[config.mk]
export PLATFORM = sky130hd
export DESIGN_NAME = block_data_memory
export DESIGN_NICKNAME = d
export VERILOG_FILES = /design/src/rtl/block_data_memory.sv
export SDC_FILE = /design/constraint.sdc
export NUM_CORES = 2
export LEC_CHECK = 0
export BUFFER_PORTS_ARGS = -buffer_cell sky130_fd_sc_hd__buf_4
export CAP_MARGIN = 40
export CORE_ASPECT_RATIO = 0.9
export CORE_MARGIN = 4
export CORE_UTILIZATION = 60
export CTS_CLUSTER_SIZE = 14
export DETAILED_ROUTE_END_ITERATION = 8
export PLACE_DENSITY = 0.73
export SLEW_MARGIN = 10
export SYNTH_ARGS = -nofsm -noshare
export SYNTH_HDL_FRONTEND = slang
export SYNTH_SLANG_ARGS = --single-unit
[constraint.sdc]
create_clock -name clock -period 3.4 [get_ports clock]
set_input_delay 0.34 -clock clock [delete_from_list [all_inputs] [get_ports clock]]
set_output_delay 0.34 -clock clock [all_outputs]
set_load 0.01 [all_outputs]
[src/rtl/block_data_memory.sv]
// Block-granular data memory behind a cache: 64 x 32-bit blocks with a fixed,
// parameterised access latency and a busywait handshake to the cache controller.
module block_data_memory #(
    parameter int LATENCY = 5
) (
    input  logic        clock,
    input  logic        reset,
    input  logic        read,
    input  logic        write,
    input  logic [5:0]  address,
    input  logic [31:0] writedata,
    output logic [31:0] readdata,
    output logic        busywait,
    output logic [1:0]  o_dbg_state
);

    // Handshake: a request is one of read/write held high in IDLE; busywait
    // rises combinationally with it, stays high while the access is in flight,
    // and drops in the single DONE cycle, where readdata is valid and the
    // requester must release read/write before the next edge.

    generate
        if (LATENCY < 1 || LATENCY > 15) begin : g_bad_latency
            $error("block_data_memory: LATENCY must be in 1..15");
        end
    endgenerate

    typedef enum logic [1:0] {
        IDLE   = 2'd0,
        ACCESS = 2'd1,
        DONE   = 2'd2
    } state_t;

    localparam logic [3:0] COUNT_LOAD = 4'(LATENCY - 1);

    state_t      r_state;
    logic [3:0]  r_count;
    logic        r_op_write;
    logic [5:0]  r_addr;
    logic [31:0] r_wdata;
    logic [31:0] r_readdata;
    logic [31:0] r_mem [64];

    logic        w_req_valid;

    // Both strobes high is an illegal request and is treated as no request.
    assign w_req_valid = read ^ write;

    always_ff @(posedge clock) begin
        if (reset) begin
            r_state    <= IDLE;
            r_count    <= 4'd0;
            r_op_write <= 1'b0;
            r_addr     <= 6'd0;
            r_wdata    <= 32'd0;
            r_readdata <= 32'd0;
            for (int i = 0; i < 64; i++) begin
                r_mem[i] <= 32'd0;
            end
        end else begin
            case (r_state)
                IDLE: begin
                    if (w_req_valid) begin
                        r_op_write <= write;
                        r_addr     <= address;
                        r_wdata    <= writedata;
                        r_count    <= COUNT_LOAD;
                        r_state    <= ACCESS;
                    end
                end
                ACCESS: begin
                    if (r_count != 4'd0) begin
                        r_count <= r_count - 4'd1;
                    end else begin
                        // Only latched request fields are used past acceptance.
                        if (r_op_write) begin
                            r_mem[r_addr] <= r_wdata;
                        end else begin
                            r_readdata <= r_mem[r_addr];
                        end
                        r_state <= DONE;
                    end
                end
                DONE: begin
                    r_state <= IDLE;
                end
                default: begin
                    r_state <= IDLE;
                end
            endcase
        end
    end

    always_comb begin
        busywait = 1'b0;
        case (r_state)
            IDLE:    busywait = w_req_valid;
            ACCESS:  busywait = 1'b1;
            DONE:    busywait = 1'b0;
            default: busywait = 1'b0;
        endcase
    end

    assign readdata    = r_readdata;
    assign o_dbg_state = r_state;

endmodule

After elaboration in Yosys (flattened, before gate mapping)
Memory sizes are Yosys's and may differ from the RTL's. A register that Yosys moved wholly into a read port is not among the register bits.
Index checks and enable logic that the tools add are counted.

storage, ports and cells
  register bits = 45
  memory bits (writable) = 2048
  input bits = 42
  output and inout port bits = 35
  memories kept = 1

cells by class
  add/sub/neg operators = 1
  equality and inequality tests = 4
  multiplexer cells = 17
  bitwise logic cells = 3
  reduce and logical (&&, ||, !) cells = 8

memory list
  memory  depth  bits a word  read ports  clocked after Yosys merged registers in  write ports  line  source
  r_mem   64     32           1           1                                        64           42    logic [31:0] r_mem [64];

operators by type and width
  kind                                                                   count
  32-bit 2-to-1 mux                                                      1
  32-bit OR reduction                                                    1
  1-bit 2-to-1 mux                                                       8
  4-bit 2-to-1 mux                                                       2
  4-bit one-hot mux with 2 select lines                                  1
  6-bit 2-to-1 mux                                                       1
  2-bit != test, second input constant                                   3
  3-bit AND reduction                                                    2
  2-bit 2-to-1 mux                                                       2
  2-bit one-hot mux with 2 select lines                                  1
  2-bit AND reduction                                                    2
  4-bit nonzero test                                                     1
  4-bit by 1-bit subtractor with 4-bit output, second input constant     1
  2-bit by 1-bit equality test with 1-bit output, second input constant  1
  2-bit logical NOT                                                      1
  1-bit NOT                                                              2
  1-bit one-hot mux with 2 select lines                                  1
  2-bit nonzero test                                                     1
  1-bit XOR                                                              1

Logic depth before layout (Yosys ltp)
  depth after elaboration = 7
  gate-level depth with buffers = 12
  depth with buffers taken out = 8

Least setup slack after synthesis
No wires, ideal clock.

  path kind = reg-to-reg
  start point = register r_count[0]
  end point = memory r_mem[43][0], enable pin
  setup time = 0.375 ns
  arrival time = 2.317 ns
  slack = 0.708 ns
  stages on the path, launching flop included = 10
  clock period less this slack = 2.692 ns
  cells stage by stage = dfxtp_1 > inv_1 > ha_1 > or3b_4 > nor3_2 > and2_2 > buf_12 > nand2_8 > nor2_8 > or2_2

RTL lines
  element                 line  source
  start, declared         37    logic [3:0] r_count;
  start signal, assigned  73    r_count <= r_count - 4'd1;
  end, declared           42

==> impl_metrics.py <==
metrics = {
    "worst_hold_path": {
        "hold_depth": 5,
        "hold_end": "o_dbg_state[0]$_SDFFE_PP0P_",
        "hold_class": "in2reg",
        "hold_start": "read",
    },
    "clock_tree": {
        "htreeDepth": 4,
        "cts_sinks": 2125,
        "cts_tree": "done",
        "ctsRootBufferMaster": "clkbuf_16",
        "numCtsBuffers": 204,
        "clk_pin_slew_worst_paths_ns": 0.06,
        "clk_latency_ns": 0.86,
        "cts_buffer_depth": 3,
    },
    "placed_design": {
        "pre_cts_ws_ns": -0.0254,
        "place_congestion": 1.01,
        "place_hpwl_mm": 204,
        "portBuffers": 76,
    },
    "power_and_ir_drop": {
        "vdd_drop_max_mv": 0.518,
        "p_leak_nw": 39.6,
        "powerDensity_mw_per_mm2": 566,
    },
    "detailed_routing": {
        "wl_per_cell_um": 35.2,
        "drtPass1Iterations": 9,
        "avgViaCountPerCell": 6.81,
        "wl_mm": 328,
        "drcViolationCount": 0,
        "antenna_left": 0,
        "drt_iter0_drc": 11100,
        "dr_total_vias": 63500,
    },
    "die": {
        "start_util_pct": 60.5,
        "die_h_um": 389,
        "core_region_area_mm2": 0.160,
        "die_area_mm2": 0.168,
        "die_w_um": 431,
        "pin_count": 77,
        "fp-row-count": 139,
    },
    "logic_synthesis": {
        "syn-num-nets": 6910,
        "synth_area_per_cell_um2": 14.1,
        "syn_area_mm2": 0.0968,
        "synth_seq_area_share_pct": 65.1,
        "yosys.area.top_type": "edfxtp_1",
        "ys_async_sr_fraction_pct": 0,
        "synthTopCellsByArea": "edfxtp_1 (64%), and2_1 (13%), mux2i_1 (4.1%)",
        "ys_seq_elements": 2125,
        "synth_top_area_share_pct": 63.5,
        "synth_cell_types": 81,
        "postSynthCellCount": 6867,
        "yosys_warnings": 0,
        "ys.flop_type": "edfxtp_1",
        "synth_edf_count": 2048,
    },
    "sta": {
        "clock_skew_ns": 0.0601,
        "hold_viol_final": 0,
        "slew_headroom_pct": 24.8,
        "tns_ns": -0.212,
        "whs_ns": 0.115,
        "min_period_ns": 3.54,
        "maxSlewViolCount": 0,
        "setup_violations": 4,
        "fmax_mhz": 282,
        "max_slew.worst_pin.slew_ns": 1.13,
        "period_share_pct": 104,
        "setup_ws_ns": -0.145,
    },
    "global_routing": {
        "overflow": 0,
        "grt_pass1_vias": 61000,
        "antenna_found_initial": 33,
        "grt_use_total_pct": 38.8,
        "grt_max_degree": 141,
        "grt_pass1_wl_mm": 460,
    },
    "layout": {
        "final_common_cell": "and2_1",
        "utilization_pct": 68.2,
        "drive_above_1_share_pct": 18.4,
        "num-nets-final": 7071,
        "final_cell_mix": "and2_1 (2,049), edfxtp_1 (2,048), buf_4 (501)",
        "synthToLayoutAreaGrowth_pct": 12.7,
        "fillCellCount": 10900,
    },
    "critical_path": {
        "path_cells": "buf_12 > and2_4 > buf_12 > a22oi_1 > o211ai_1 > nand2_1 > nor4b_2 > a311oi_1",
        "rr_worst_depth": 8,
        "cpMaxStageDelayCell": "nor4b_2",
        "worstPathRequired_ns": 4.10,
        "regToRegEndpoint": "readdata[8]$_SDFFE_PP0P_",
        "worst_path_largest_cell_delay_ns": 0.92,
        "reg2reg_slack_ns": -0.14,
        "path_delay_family": "simple AND/OR/NAND/NOR gates",
        "worstPathArrival_ns": 4.25,
        "cp_common_cell": "buf_12",
        "crit_fanout": 48,
        "worstSetupStartpointType": "register",
        "cp-end-kind": "register",
        "timing.rr.start": "r_addr[1]$_SDFFE_PP0P_",
        "critPathBufInv": 2,
        "path_class": "reg2reg",
    },
    "outcome": {
        "status": "finished, violations left",
        "violations": "negative setup slack",
    },
    "flow_run": {
        "maxCapViolCount": 0,
    },
}
==> worst reg2reg max path, cell delays in order, from the launching register on <==
cell	delay, ns
dfxtp_4	0.53
buf_12	0.37
and2_4	0.30
buf_12	0.37
a22oi_1	0.24
o211ai_1	0.16
nand2_1	0.29
nor4b_2	0.92
a311oi_1	0.21
==> how the worst max path moves through the flow <==
stage,end,slack (ns),start,cells past startpoint
floorplan,r_mem[43][0]$_SDFFCE_PN0P_,0.71,r_count[0]$_SDFFE_PP0P_,9
global placement,readdata[8]$_SDFFE_PP0P_,-0.36,r_addr[2]$_SDFFE_PP0P_,7
detailed placement,readdata[10]$_SDFFE_PP0P_,-0.03,r_addr[2]$_SDFFE_PP0P_,7
CTS,readdata[8]$_SDFFE_PP0P_,0.13,r_addr[2]$_SDFFE_PP0P_,7
global route,readdata[8]$_SDFFE_PP0P_,-0.02,r_addr[0]$_SDFFE_PP0P_,7
finish,readdata[8]$_SDFFE_PP0P_,-0.14,r_addr[1]$_SDFFE_PP0P_,8
==> per-stage QoR <==
| step | instances | power [mW] | instance area, um2 |
|---|---|---|---|
| final | 9331 | 61.7 | 109000 |
| after global routing | 9321 | 62.9 | 109000 |
| after CTS | 9312 | 61.2 | 109000 |
| after detailed placement | 8891 | 39.2 | 102000 |
| after global placement | 8873 | 39.0 | 102000 |
| after floorplan | 6867 | 34.6 | 96800 |
==> cell families after synthesis <==
family                     count (synthesis)  synth area share (%)
AOI/OAI and AO/OA                        847                  6.31
DFF                                     2125                  65.1
adders and majority gates                  1                0.0129
and+or+nand+nor                         2578                  16.3
buffers and inverters                    717                  3.86
xor gates and xnor gates                   5                0.0452
muxes                                    594                  8.33
==> layer usage <==
layer | vias up | global-route usage [%] | share of wire, %
li1 | 25400 | - | -
met3 | 1070 | 13.0 | 15
met4 | 12 | 24.6 | 7.7
met2 | 5357 | 54.9 | 43
met1 | 31600 | 51.8 | 34
met5 | - | 0.489 | 0.030
==> Yosys cell counts (all sizes together) (26+ instances only) <==
| cell | number |
|---|---|
| and2 | 2057 |
| edfxtp | 2048 |
| mux2i | 396 |
| buf | 374 |
| clkbuf | 337 |
| nor2 | 212 |
| a221oi | 206 |
| mux4 | 166 |
| a22oi | 148 |
| nand2 | 141 |
| o21ai | 118 |
| o22ai | 101 |
| a21oi | 89 |
| dfxtp | 77 |
| or2 | 68 |
| a22o | 33 |
| mux2 | 32 |
| a31oi | 28 |
| nand3 | 26 |
==> state kept, by name (all words and copies together), names as in the netlist <==
name / cells
r_count: 4
o_dbg_state: 2
r_addr: 6
r_mem: 2048
readdata: 32
r_wdata: 32
r_op_write: 1
==> layout make-up <==
| cell class | instances | area (um2) | area share (%) |
|---|---|---|---|
| sequential | 2125 | 63100 | 57.8 |
| antenna | 13 | 32.5 | 0.0298 |
| inverter | 6 | 28.8 | 0.0264 |
| multi-input combinational | 4025 | 30100 | 27.6 |
| clock inverter | 127 | 1090 | 1.00 |
| clock buffer | 254 | 5400 | 4.95 |
| timing repair buffer | 666 | 6670 | 6.11 |
| tap | 2115 | 2650 | 2.43 |
==> where the power goes <==
group          switching (mW)  internal [mW]
clock network            10.0           12.5
logic                    5.85           2.86
registers               0.893           29.6
==> timing repair <==
item / in CTS / in global routing
endpoints found under the setup margin: 1 / 2
gates resized for setup: 1 / 0
hold buffers: 40 / 0
buffers inserted: 0 / 1
hold endpoints to repair: 40 / 0
Note: power is estimated with default switching activity, not from simulation.
